<file path="src/rtl/rpu_pkg.sv">
// ============================================================================
// rpu_pkg : shared widths and the AER event record for the spike pipeline
// Rev 1.0
// ============================================================================
`default_nettype none

package rpu_pkg;

    localparam int AER_NUM_NEURONS = 16;
    localparam int AER_ADDR_W      = 4;
    localparam int AER_TS_W        = 16;
    localparam int AER_FIFO_DEPTH  = 8;
    localparam int DROP_CNT_W      = 8;

    typedef struct packed {
        logic [AER_ADDR_W-1:0] addr;
        logic [AER_TS_W-1:0]   ts;
    } aer_event_t;

endpackage

`default_nettype wire

</file>
<file path="src/rtl/aer_fifo.sv">
// ============================================================================
// aer_fifo : first-word-fall-through event queue, wrap-bit pointers
// Rev 1.0
// ============================================================================
`default_nettype none

module aer_fifo
    import rpu_pkg::*;
#(
    parameter int DEPTH = AER_FIFO_DEPTH
) (
    input  logic       clk,
    input  logic       rst,
    input  logic       push,
    input  aer_event_t push_data,
    input  logic       pop,
    output aer_event_t head,
    output logic       full,
    output logic       empty
);

    localparam int PTR_W = $clog2(DEPTH);

    aer_event_t       r_mem [DEPTH];
    logic [PTR_W:0]   r_wr_ptr;
    logic [PTR_W:0]   r_rd_ptr;
    logic             w_push_en;
    logic             w_pop_en;

    // Extra MSB distinguishes full from empty when the index bits match.
    assign empty = (r_wr_ptr == r_rd_ptr);
    assign full  = (r_wr_ptr[PTR_W] != r_rd_ptr[PTR_W]) &&
                   (r_wr_ptr[PTR_W-1:0] == r_rd_ptr[PTR_W-1:0]);

    assign w_push_en = push && !full;
    assign w_pop_en  = pop && !empty;

    assign head = empty ? '0 : r_mem[r_rd_ptr[PTR_W-1:0]];

    always_ff @(posedge clk) begin
        if (w_push_en) begin
            r_mem[r_wr_ptr[PTR_W-1:0]] <= push_data;
        end
    end

    always_ff @(posedge clk or posedge rst) begin
        if (rst) begin
            r_wr_ptr <= '0;
            r_rd_ptr <= '0;
        end else begin
            if (w_push_en) r_wr_ptr <= r_wr_ptr + 1'b1;
            if (w_pop_en)  r_rd_ptr <= r_rd_ptr + 1'b1;
        end
    end

endmodule

`default_nettype wire

</file>
<file path="src/rtl/aer_spike_encoder.sv">
// ============================================================================
// aer_spike_encoder : round-robin AER encoder with timestamps and drop count
// Rev 1.0
// ============================================================================
`default_nettype none

module aer_spike_encoder
    import rpu_pkg::*;
#(
    parameter int NUM_NEURONS = AER_NUM_NEURONS,
    parameter int ADDR_W      = AER_ADDR_W,
    parameter int TS_W        = AER_TS_W,
    parameter int FIFO_DEPTH  = AER_FIFO_DEPTH
) (
    input  logic                   clk,
    input  logic                   rst,
    input  logic [NUM_NEURONS-1:0] spike_in,
    input  logic                   drop_clr,
    output logic                   aer_valid,
    input  logic                   aer_ready,
    output logic [ADDR_W-1:0]      aer_addr,
    output logic [TS_W-1:0]        aer_ts,
    output logic [DROP_CNT_W-1:0]  drop_count
);

    localparam int SUM_W = DROP_CNT_W + ADDR_W + 1;

    logic [NUM_NEURONS-1:0] r_pending;
    logic [ADDR_W-1:0]      r_last_grant;
    logic [TS_W-1:0]        r_ts;
    logic [DROP_CNT_W-1:0]  r_drop_count;

    logic                   w_grant_valid;
    logic [ADDR_W-1:0]      w_grant_idx;
    logic [NUM_NEURONS-1:0] w_grant_vec;
    logic [NUM_NEURONS-1:0] w_drop_vec;
    logic [ADDR_W:0]        w_drop_num;
    logic [SUM_W-1:0]       w_drop_sum;
    logic                   w_full;
    logic                   w_empty;
    aer_event_t             w_push_data;
    aer_event_t             w_head;

    // Search starts one past the last grant; a full queue suppresses the grant.
    always_comb begin
        logic [ADDR_W:0] cand;
        cand          = '0;
        w_grant_valid = 1'b0;
        w_grant_idx   = '0;
        w_grant_vec   = '0;
        if (!w_full) begin
            for (int off = 1; off <= NUM_NEURONS; off++) begin
                cand = {1'b0, r_last_grant} + (ADDR_W+1)'(off);
                if (cand >= (ADDR_W+1)'(NUM_NEURONS)) begin
                    cand = cand - (ADDR_W+1)'(NUM_NEURONS);
                end
                if (!w_grant_valid && r_pending[cand[ADDR_W-1:0]]) begin
                    w_grant_valid = 1'b1;
                    w_grant_idx   = cand[ADDR_W-1:0];
                end
            end
        end
        if (w_grant_valid) begin
            w_grant_vec[w_grant_idx] = 1'b1;
        end
    end

    // A re-fire on an already pending, ungranted neuron is coalesced.
    assign w_drop_vec = spike_in & r_pending & ~w_grant_vec;

    always_comb begin
        w_drop_num = '0;
        for (int i = 0; i < NUM_NEURONS; i++) begin
            w_drop_num = w_drop_num + (ADDR_W+1)'(w_drop_vec[i]);
        end
    end

    assign w_drop_sum = SUM_W'(r_drop_count) + SUM_W'(w_drop_num);

    always_ff @(posedge clk or posedge rst) begin
        if (rst) begin
            r_pending    <= '0;
            r_last_grant <= ADDR_W'(NUM_NEURONS - 1);
            r_ts         <= '0;
            r_drop_count <= '0;
        end else begin
            r_pending <= (r_pending & ~w_grant_vec) | spike_in;
            r_ts      <= r_ts + 1'b1;
            if (w_grant_valid) begin
                r_last_grant <= w_grant_idx;
            end
            if (drop_clr) begin
                r_drop_count <= '0;
            end else if (w_drop_sum > SUM_W'({DROP_CNT_W{1'b1}})) begin
                r_drop_count <= {DROP_CNT_W{1'b1}};
            end else begin
                r_drop_count <= w_drop_sum[DROP_CNT_W-1:0];
            end
        end
    end

    always_comb begin
        w_push_data      = '0;
        w_push_data.addr = w_grant_idx;
        w_push_data.ts   = r_ts;
    end

    aer_fifo #(
        .DEPTH (FIFO_DEPTH)
    ) u_aer_fifo (
        .clk       (clk),
        .rst       (rst),
        .push      (w_grant_valid),
        .push_data (w_push_data),
        .pop       (aer_valid && aer_ready),
        .head      (w_head),
        .full      (w_full),
        .empty     (w_empty)
    );

    assign aer_valid  = !w_empty;
    assign aer_addr   = w_head.addr;
    assign aer_ts     = w_head.ts;
    assign drop_count = r_drop_count;

endmodule

`default_nettype wire

</file>
<file path="config.mk">
export PLATFORM = sky130hd
export DESIGN_NAME = aer_spike_encoder
export DESIGN_NICKNAME = d
export VERILOG_FILES = /design/src/rtl/rpu_pkg.sv /design/src/rtl/aer_fifo.sv /design/src/rtl/aer_spike_encoder.sv
export SDC_FILE = /design/constraint.sdc
export NUM_CORES = 1
export LEC_CHECK = 0
export ABC_AREA = 1
export BUFFER_PORTS_ARGS = -buffer_cell sky130_fd_sc_hd__buf_2
export CAP_MARGIN = 10
export CORE_MARGIN = 4
export CORE_UTILIZATION = 41
export CTS_BUF_LIST = sky130_fd_sc_hd__clkbuf_8
export DETAILED_ROUTE_END_ITERATION = 16
export GPL_TIMING_DRIVEN = 0
export PLACE_DENSITY = 0.65
export SYNTH_ARGS = -nofsm -noshare
export SYNTH_HDL_FRONTEND = slang
export SYNTH_SLANG_ARGS = --single-unit
</file>
<file path="constraint.sdc">
create_clock -name clk -period 10.5 [get_ports clk]
set_clock_uncertainty 0.05 [all_clocks]
set_input_delay 1.575 -clock clk [delete_from_list [all_inputs] [get_ports clk]]
set_output_delay 1.575 -clock clk [all_outputs]
set_load 0.01 [all_outputs]
</file>
==> flow_metrics.env, run 1 <==
export IMPL_start_util=0.417
export IMPL_dieArea_um2=29200
export IMPL_tritoncts="yes"
export IMPL_io_pins=49
export IMPL_avgSynthCellArea_um2=9.41
export IMPL_num_vias=8456
export IMPL_hp_class="flip-flop to flip-flop"
export IMPL_synthToLayoutAreaGrowth_pct=14.1
export IMPL_die_w_um=171
export IMPL_clock_sinks=212
export IMPL_syn_cell_area_um2=10900
export IMPL_antenna_diode_count=0
export IMPL_core_um2=26100
export IMPL_cts_path_max_buffers=3
export IMPL_period_share=0.844
export IMPL_setup_viol=0
export IMPL_outcome="complete, no violations"
export IMPL_synth_area_leaders="edfxtp_1 44%, dfrtp_1 11%, nand2_1 6.9%"
export IMPL_finalHoldViolCount=0
export IMPL_cts_root_buf="clkbuf_8"
export IMPL_cp_end_kind="flip-flop"
export IMPL_cts_setup_buffers=0
export IMPL_rsz0062_at_grt="false"
export IMPL_period_needed_ns=8.87
export IMPL_portBuffers=48
export IMPL_ys_warn_count=0
export IMPL_hpwl_um=19100
export IMPL_cts_resized=0
export IMPL_layout_drive_gt1_share=0.140
export IMPL_syn_nets=1206
export IMPL_worstSetupPathType="flip-flop to flip-flop"
export IMPL_clk_latency_ns=0.52
export IMPL_synthCells=1155
export IMPL_wl_per_cell_um=17.0
export IMPL_grt_antenna_before_repair=0
export IMPL_finalWirelength_um=27300
export IMPL_gr_total_overflow=0
export IMPL_cts_htree_levels=2
export IMPL_grt_max_degree=35
export IMPL_r2r_slack_ns=1.63
export IMPL_seq_area_frac_synth=0.562
export IMPL_cts_hold_buf=0
export IMPL_cpMostUsedCell="nand2_1"
export IMPL_fp_dieH_um=171
export IMPL_arrival_ns=9.21
export IMPL_grt_pass1_vias=8203
export IMPL_drv_cap=0
export IMPL_rows=59
export IMPL_setup_tns_ns=0
export IMPL_tightest_slew_ns=0.779
export IMPL_numCtsBuffers=35
export IMPL_critical_path_peak_fanout=13
export IMPL_drc=0
export IMPL_grtUsageTotal=0.190
export IMPL_synth_largest_area_cell="edfxtp_1"
export IMPL_grt_pass1_wl_um=43500
export IMPL_max_freq_ghz=0.113
export IMPL_viasPerCell=5.25
export IMPL_ant_nets=0
export IMPL_synth_seq_cells=212
export IMPL_fillers=2436
export IMPL_cp_slowest_stage_delay_ns=0.61
export IMPL_clk_pin_slew_ns=0.06
export IMPL_startpoint_type="flip-flop"
export IMPL_yosysTopAreaCellShare=0.442
export IMPL_gp_congestion=0.920
export IMPL_maxSlewViolCount=0
export IMPL_nets=1300
export IMPL_cp_slowest_cell="dfstp_2"
export IMPL_first_iter_violations=607
export IMPL_cp_required_ns=10.84
export IMPL_drt_pass1_iterations=5
export IMPL_synth_cell_types=42
export IMPL_relSlewSlack=0.481
Yosys cell counts:
| cell type | count |
|---|---|
| a21boi_0 | 1 |
| a21boi_1 | 1 |
| a21oi_1 | 19 |
| a21oi_2 | 1 |
| a21oi_4 | 1 |
| a31oi_1 | 21 |
| buf_1 | 2 |
| buf_2 | 7 |
| buf_4 | 1 |
| buf_6 | 1 |
| clkbuf_1 | 29 |
| dfrtp_1 | 48 |
| dfstp_2 | 4 |
| edfxtp_1 | 160 |
| fa_1 | 12 |
| ha_1 | 19 |
| inv_1 | 102 |
| inv_2 | 16 |
| nand2_1 | 201 |
| nand2_2 | 6 |
| nand3_1 | 121 |
| nand3_2 | 3 |
| nand3b_1 | 1 |
| nand4_1 | 8 |
| nand4_2 | 4 |
| nor2_1 | 161 |
| nor2_2 | 5 |
| nor2_4 | 6 |
| nor2_8 | 1 |
| nor3_1 | 6 |
| nor4_1 | 1 |
| o211ai_1 | 1 |
| o21a_1 | 2 |
| o21ai_0 | 120 |
| o21ai_1 | 7 |
| o21ai_2 | 2 |
| o21bai_2 | 1 |
| o22ai_1 | 21 |
| or2_2 | 1 |
| xnor2_1 | 7 |
| xnor2_2 | 1 |
| xor2_1 | 23 |
area by class of cell:
type,instances,area [um^2],share of cell area
buffer,40,170,0.0137
multi-input combinational,785,4160,0.336
inverter,118,443,0.0357
clock buffer,41,564,0.0455
clock inverter,22,131,0.0106
timing repair buffer,57,393,0.0317
tap,335,419,0.0338
sequential,212,6110,0.493
per-layer routing:
layer,track usage,part of all wire,wire length (um)
met5,0,0,0
met4,0.0694,0.029,796
met3,0.0328,0.069,1890
met2,0.305,0.46,12400
met1,0.262,0.45,12200
metrics by stage:
| stage | util | setup slack [ns] | instance area [um^2] | instances | hold slack [ns] |
|---|---|---|---|---|---|
| 2_1_floorplan | - | 2.93 | 10900 | 1155 | 0.410 |
| 3_3_place_gp | 0.442 | 1.85 | 11500 | 1538 | 0.429 |
| 3_5_place_dp | 0.449 | 1.74 | 11700 | 1547 | 0.431 |
| 4_1_cts | 0.476 | 1.69 | 12400 | 1610 | 0.448 |
| 5_1_grt | 0.476 | 0.990 | 12400 | 1610 | 0.472 |
| 6_report | 0.476 | 1.63 | 12400 | 1610 | 0.452 |
kinds of logic after synthesis:
| kind of cell | after synthesis | synth area share |
|---|---|---|
| buffers and inverters | 158 | 0.0564 |
| and+or+nand+nor | 525 | 0.212 |
| AOI/OAI and AO/OA | 198 | 0.0998 |
| xor gates and xnor gates | 31 | 0.0257 |
| adders and majority gates | 31 | 0.0440 |
| DFF | 212 | 0.562 |
worst paths after layout:
path | cells past startpoint | startpoint | end
max | 44 | r_last_grant[1]$_DFFE_PP1P_ | drop_count[5]$_DFF_PP0_
min | 1 | u_aer_fifo.r_wr_ptr[3]$_DFFE_PP0P_ | u_aer_fifo.r_wr_ptr[3]$_DFFE_PP0P_
max reg2reg | 44 | r_last_grant[1]$_DFFE_PP1P_ | drop_count[5]$_DFF_PP0_
min reg2reg | 1 | u_aer_fifo.r_wr_ptr[3]$_DFFE_PP0P_ | u_aer_fifo.r_wr_ptr[3]$_DFFE_PP0P_
max in group asynchronous | 3 | rst | r_last_grant[2]$_DFFE_PP1P_
min in group asynchronous | 2 | rst | r_pending[1]$_DFF_PP0_
placed cells by master, fill, tap and decap left out, types with 3 or more instances in the layout:
cell,netlist,layout
edfxtp_1,160,160
nor2_2,5,13
dfstp_2,4,4
nor2_1,161,153
o22ai_1,21,21
a21oi_1,19,19
nand3_2,3,3
nand4_1,8,8
nor3_1,6,6
xnor2_1,7,7
inv_1,102,112
nor2_4,6,6
inv_2,16,17
dfrtp_1,48,48
xor2_1,23,23
a31oi_1,21,21
buf_2,7,55
nand2_1,201,201
ha_1,19,19
clkinv_2,0,6
o21ai_1,7,7
nand3_1,121,121
o21ai_0,120,120
clkbuf_8,0,41
nand2_2,6,6
fa_1,12,12
buf_8,0,7
clkbuf_1,29,29
nand4_2,4,4
critical path: cells and delay by family, from the launching register on:
kind,cells,cell delay (ns)
AOI/OAI and AO/OA,6,0.84
adders and majority gates,7,3.28
buffers and inverters,10,1.21
DFF,1,0.61
and+or+nand+nor,21,2.75
flip-flops by register name, summed over array words and instances (netlist names):
name	cells
u_aer_fifo.r_rd_ptr	4
r_ts	16
drop_count	8
r_pending	16
r_last_grant	4
u_aer_fifo.r_mem	160
u_aer_fifo.r_wr_ptr	4
Power of run 1 is not shown: default switching activity piles up to over one toggle a cycle in this logic, so the estimate is an artifact.
==> run 2, diff against run 1 <==
ABC_AREA = 0   (was 1)
PLACE_DENSITY = 0.67   (was 0.65)
clock period = 7.1 ns   (was 10.5 ns; I/O delays follow)
==> run 2 against run 1 <==
Against the previous run:
- the flow now finishes with violations (setup timing)
- highest routed layer unchanged
- via count shrank 7.1%
- core utilization grew 1.9 points
- sequential share of layout area shrank 4.8 points
- first-iteration DRC count grew 13%
- global-route usage shrank 1.0 points
- worst hold slack lost 0.0059 ns
- sequential cell count is the same
- die area grew 5.6%
- final cell count shrank 15%
- synthesized cell count shrank 29%
- wire length grew 2.0%
- critical path depth shrank 12
==> flow_metrics.env, run 2 <==
export IMPL_outcome="complete, but fails checks"
export IMPL_failed_checks="setup timing"
export IMPL_clk_latency_ns=0.51
export IMPL_grt_pass1_wl_um=43900
export IMPL_layout_drive_gt1_share=0.313
export IMPL_largest_reg_flops=160
export IMPL_seq_area_frac_synth=0.531
export IMPL_grtUsageTotal=0.180
export IMPL_avgSynthCellArea_um2=13.9
export IMPL_layout_commonest_cell="edfxtp_1"
export IMPL_synth_largest_area_cell="edfxtp_1"
export IMPL_grt_pass1_vias=7815
export IMPL_setup_slack_ns=-1.48
export IMPL_nets=1017
export IMPL_syn_nets=876
export IMPL_num_vias=7854
export IMPL_synth_common_cells="160 x edfxtp_1, 65 x mux4_2, 63 x nor2_1, 48 x dfrtp_1, 45 x mux2i_1"
export IMPL_syn_cell_area_um2=11500
export IMPL_max_freq_ghz=0.117
export IMPL_synth_edf_count=160
export IMPL_synthCells=825
export IMPL_cp_end_kind="flip-flop"
export IMPL_cts_root_buf="clkbuf_8"
export IMPL_hpwl_um=19800
export IMPL_gp_congestion=0.925
export IMPL_critical_path_peak_fanout=7
export IMPL_antenna_diode_count=0
export IMPL_viasPerCell=5.74
export IMPL_drv_cap=0
export IMPL_yosys_most_used_dff="edfxtp_1"
export IMPL_cp_slowest_stage_delay_ns=0.61
export IMPL_grt_max_degree=35
export IMPL_layout_common_cells="160 x edfxtp_1, 66 x mux4_2, 62 x nor2_1, 51 x buf_2, 50 x buf_4"
export IMPL_arrival_ns=8.89
export IMPL_ant_nets=0
export IMPL_finalHoldViolCount=0
export IMPL_startpoint_type="flip-flop"
export IMPL_die_w_um=176
export IMPL_tightest_slew_ns=0.973
export IMPL_numCtsBuffers=34
export IMPL_start_util=0.415
export IMPL_period_needed_ns=8.58
export IMPL_cts_htree_levels=2
export IMPL_setup_viol=8
export IMPL_portBuffers=47
export IMPL_grt_antenna_before_repair=0
export IMPL_async_flop_share=0.245
export IMPL_maxSlewViolCount=0
export IMPL_hp_class="flip-flop to flip-flop"
export IMPL_rsz0062_at_grt="true"
export IMPL_finalWirelength_um=27800
export IMPL_io_pins=49
export IMPL_cts_hold_buf=0
export IMPL_clock_sinks=212
export IMPL_synth_seq_cells=212
export IMPL_cpMostUsedCell="fa_1"
export IMPL_synthToLayoutAreaGrowth_pct=19.2
export IMPL_gr_total_overflow=0
export IMPL_cp_slowest_cell="or4b_4"
export IMPL_clk_pin_slew_ns=0.06
export IMPL_fp_dieH_um=176
export IMPL_rows=61
export IMPL_drt_pass1_iterations=5
export IMPL_setup_tns_ns=-11.68
export IMPL_tritoncts="yes"
export IMPL_cts_path_max_buffers=3
export IMPL_synth_area_leaders="edfxtp_1 42%, mux4_2 13%, dfrtp_1 10%"
export IMPL_first_iter_violations=686
export IMPL_ys_warn_count=0
export IMPL_yosysTopAreaCellShare=0.417
export IMPL_relSlewSlack=0.351
export IMPL_core_um2=27700
export IMPL_yosysMostFrequentCell="edfxtp_1"
export IMPL_worstSetupPathType="flip-flop to flip-flop"
export IMPL_wl_per_cell_um=20.3
export IMPL_cp_required_ns=7.41
export IMPL_dieArea_um2=30800
export IMPL_period_share=1.21
export IMPL_synth_cell_types=74
export IMPL_drc=0
-- run 2: changes by cell type after synthesis, moves of 45 or more --
cell	before	now
mux2i_1	0	45
inv_1	102	36
nand3_1	121	22
o21ai_0	120	15
nor2_1	161	63
nand2_1	201	40
mux4_2	0	65
-- run 2: worst max-delay path, delay by kind of cell, from the launching register on --
family,cells,cell delay (ns)
muxes,3,1.10
buffers and inverters,8,0.77
and+or+nand+nor,8,1.80
DFF,1,0.59
adders and majority gates,7,3.01
AOI/OAI and AO/OA,6,1.10
-- run 2: what timing repair did --
| item | CTS | global route |
|---|---|---|
| gates cloned | 0 | 0 |
| gates resized for setup | 35 | 6 |
| setup endpoints to repair | 8 | 8 |
| setup buffers | 39 | 2 |
| pin swaps | 25 | 4 |
-- run 2: per-layer routing --
metal | part of all wire | global-route usage
met3 | 0.072 | 0.0323
met2 | 0.47 | 0.283
met4 | 0.021 | 0.0435
met5 | 0 | 0
met1 | 0.44 | 0.263
-- run 2: cell type report --
cell class                      count  area [um^2]
Fill cell                        2384        14000
Sequential cell                   212         6110
Multi-Input combinational cell    532         5270
Timing Repair Buffer              107          763
Clock buffer                       36          495
Tap cell                          378          473
Buffer                             39          263
Inverter                           40          200
Clock inverter                     25          144
-- run 2: final timing paths --
check / slack (ns) / depth (start not counted) / from / to
worst min register to register: 0.45 / 1 / u_aer_fifo.r_rd_ptr[3]$_DFFE_PP0P_ / u_aer_fifo.r_rd_ptr[3]$_DFFE_PP0P_
max in group asynchronous: 5.84 / 3 / rst / r_last_grant[1]$_DFFE_PP1P_
worst max-delay path: -1.48 / 32 / r_last_grant[1]$_DFFE_PP1P_ / drop_count[5]$_DFF_PP0_
worst min-delay path: 0.45 / 1 / u_aer_fifo.r_rd_ptr[3]$_DFFE_PP0P_ / u_aer_fifo.r_rd_ptr[3]$_DFFE_PP0P_
min in group asynchronous: 0.53 / 2 / rst / r_ts[8]$_DFF_PP0_
worst max register to register: -1.48 / 32 / r_last_grant[1]$_DFFE_PP1P_ / drop_count[5]$_DFF_PP0_
-- run 2: cells by family after synthesis --
logic type                 Yosys count  share of synthesized area
xor gates and xnor gates            40                     0.0304
AOI/OAI and AO/OA                  131                     0.0812
buffers and inverters               81                     0.0330
muxes                              133                      0.197
and+or+nand+nor                    197                     0.0858
adders and majority gates           31                     0.0415
DFF                                212                      0.531
-- run 2: stage by stage --
step           hold WS [ns]  instance area, um^2  worst slack [ns]  instances  utilization
4_1_cts               0.443                13700             -1.50       1367        0.493
2_1_floorplan         0.412                11700             -1.35        825            -
6_report              0.446                13700             -1.48       1369        0.495
5_1_grt               0.453                13700             -1.75       1369        0.495
3_5_place_dp          0.431                12600             -2.79       1269        0.455
3_3_place_gp          0.425                12400             -2.77       1250        0.446
Power of run 2 is left out for the same reason.
==> run 3, diff against run 2 <==
RECOVER_POWER = 100   (was not set)
TNS_END_PERCENT = 1   (was not set)
==> run 3 against run 2 <==
Against the previous run:
- the flow finishes with violations (capacitance limit, slew limit, setup timing)
- sequential cell count is the same
- maximum frequency shrank 0.46%
- setup slack lost 0.039 ns
- register-to-register slack lost 0.04 ns
- via count shrank 1.8%
- critical path depth shrank 1
- core utilization shrank 0.49 points
- first-iteration DRC count shrank 10%
- critical path type unchanged
- clock-buffer cell count is the same
- wire length shrank 0.27%
- global-route usage is essentially flat
==> flow_metrics.env, run 3 (same netlist as run 2, synthesis figures left out) <==
export IMPL_cts_htree_levels=2
export IMPL_setup_slack_ns=-1.52
export IMPL_pre_cts_slack_ns=-2.71
export IMPL_period_share=1.21
export IMPL_arrival_ns=8.93
export IMPL_layout_commonest_cell="edfxtp_1"
export IMPL_tightest_slew_ns=1.65
export IMPL_cp_required_ns=7.42
export IMPL_gr_total_overflow=0
export IMPL_core_um2=27700
export IMPL_drv_cap=1
export IMPL_max_freq_ghz=0.116
export IMPL_relSlewSlack=-0.101
export IMPL_grt_max_degree=29
export IMPL_drt_pass1_iterations=7
export IMPL_cp_end_kind="flip-flop"
export IMPL_io_pins=49
export IMPL_cpMostUsedCell="fa_1"
export IMPL_cts_path_max_buffers=3
export IMPL_maxSlewViolCount=29
export IMPL_portBuffers=47
export IMPL_die_w_um=176
export IMPL_startpoint_type="flip-flop"
export IMPL_cp_slowest_cell="mux4_2"
export IMPL_crit_family="adder cells"
export IMPL_dpl_cell_area_um2=12600
export IMPL_outcome="complete, but fails checks"
export IMPL_grt_pass1_vias=7727
export IMPL_wl_per_cell_um=20.4
export IMPL_dieArea_um2=30800
export IMPL_finalInstanceArea_um2=13600
export IMPL_gp_congestion=0.884
export IMPL_cts_root_buf="clkbuf_8"
export IMPL_grt_pass1_wl_um=43700
export IMPL_cts_hold_buf=0
export IMPL_finalHoldViolCount=0
export IMPL_cp_slowest_stage_delay_ns=0.68
export IMPL_grt_antenna_before_repair=0
export IMPL_ant_nets=0
export IMPL_clk_pin_slew_ns=0.06
export IMPL_crit_buf_inv=10
export IMPL_synthToLayoutAreaGrowth_pct=18.0
export IMPL_clk_latency_ns=0.51
export IMPL_nets=1007
export IMPL_start_util=0.415
export IMPL_setup_viol=8
export IMPL_num_vias=7714
export IMPL_layout_common_cells="160 x edfxtp_1, 66 x mux4_2, 62 x nor2_1, 48 x dfrtp_1, 47 x inv_1"
export IMPL_fp_dieH_um=176
export IMPL_antenna_diode_count=0
export IMPL_first_iter_violations=614
export IMPL_rows=61
export IMPL_r2r_slack_ns=-1.52
export IMPL_worstSetupPathType="flip-flop to flip-flop"
export IMPL_drc=0
export IMPL_critical_path_peak_fanout=10
export IMPL_hpwl_um=19600
export IMPL_viasPerCell=5.67
export IMPL_finalWirelength_um=27800
export IMPL_clock_sinks=212
export IMPL_period_needed_ns=8.62
export IMPL_fillers=2387
export IMPL_failed_checks="capacitance limit, slew limit, setup timing"
export IMPL_numCtsBuffers=34
export IMPL_largest_reg_flops=160
export IMPL_hp_class="flip-flop to flip-flop"
export IMPL_grtUsageTotal=0.179
export IMPL_tritoncts="yes"
export IMPL_rsz0062_at_grt="true"
export IMPL_layout_drive_gt1_share=0.269
run 3: cell types whose count changed in the layout (fill, tap and decap cells not counted), sizes merged:
cell,change
buf,-41
inv,-3
clkbuf,+31
clkinv,+3
bufinv,+1
run 3: layout make-up:
| cell class | instances | area [um^2] | area share |
|---|---|---|---|
| sequential | 212 | 6110 | 0.450 |
| tap | 378 | 473 | 0.0348 |
| timing repair buffer | 97 | 629 | 0.0463 |
| inverter | 40 | 200 | 0.0147 |
| buffer | 39 | 259 | 0.0191 |
| clock buffer | 36 | 495 | 0.0365 |
| multi-input combinational | 532 | 5240 | 0.386 |
| clock inverter | 26 | 170 | 0.0125 |
run 3: repair_timing:
| action | 4_1_cts | 5_1_grt |
|---|---|---|
| cloned | 0 | 0 |
| gates resized for setup | 29 | 4 |
| endpoints found under the setup margin | 8 | 8 |
| pin swaps | 22 | 7 |
| setup buffers | 28 | 3 |
run 3: worst reg2reg max path: cells and delay by family (launching register included):
family | cells | cell delay (ns)
adder cells (fa/ha/maj) | 6 | 2.82
AND/OR/NAND/NOR | 8 | 1.88
buffers and inverters | 10 | 1.55
AO/OA/AOI/OAI | 6 | 0.92
multiplexers | 1 | 0.69
flip-flops | 1 | 0.56
run 3: path summary, 6_finish.rpt:
| kind | depth (start not counted) | from | end |
|---|---|---|---|
| worst max-delay path | 31 | r_last_grant[0]$_DFFE_PP1P_ | drop_count[3]$_DFF_PP0_ |
| worst min-delay path | 1 | u_aer_fifo.r_wr_ptr[3]$_DFFE_PP0P_ | u_aer_fifo.r_wr_ptr[3]$_DFFE_PP0P_ |
| worst max register to register | 31 | r_last_grant[0]$_DFFE_PP1P_ | drop_count[3]$_DFF_PP0_ |
| worst min register to register | 1 | u_aer_fifo.r_wr_ptr[3]$_DFFE_PP0P_ | u_aer_fifo.r_wr_ptr[3]$_DFFE_PP0P_ |
| max in group asynchronous | 3 | rst | r_pending[1]$_DFF_PP0_ |
| min in group asynchronous | 2 | rst | r_ts[5]$_DFF_PP0_ |
run 3: metal layers:
layer,vias to the layer above,GRT usage,part of all wire
li1,3496,-,-
met4,0,0.0484,0.020
met5,-,0,0
met3,47,0.0351,0.071
met1,3864,0.263,0.45
met2,307,0.277,0.46
run 3: metrics by stage:
stage,TNS (ns),utilization,hold WS [ns],cells
final,-11.94,0.490,0.439,1360
after global routing,-14.37,0.490,0.457,1360
after CTS,-11.45,0.491,0.438,1357
after detailed placement,-21.38,0.455,0.426,1269
after global placement,-122.09,0.446,0.424,1250
after floorplan,-10.67,-,0.412,825
Power of run 3 is left out for the same reason.
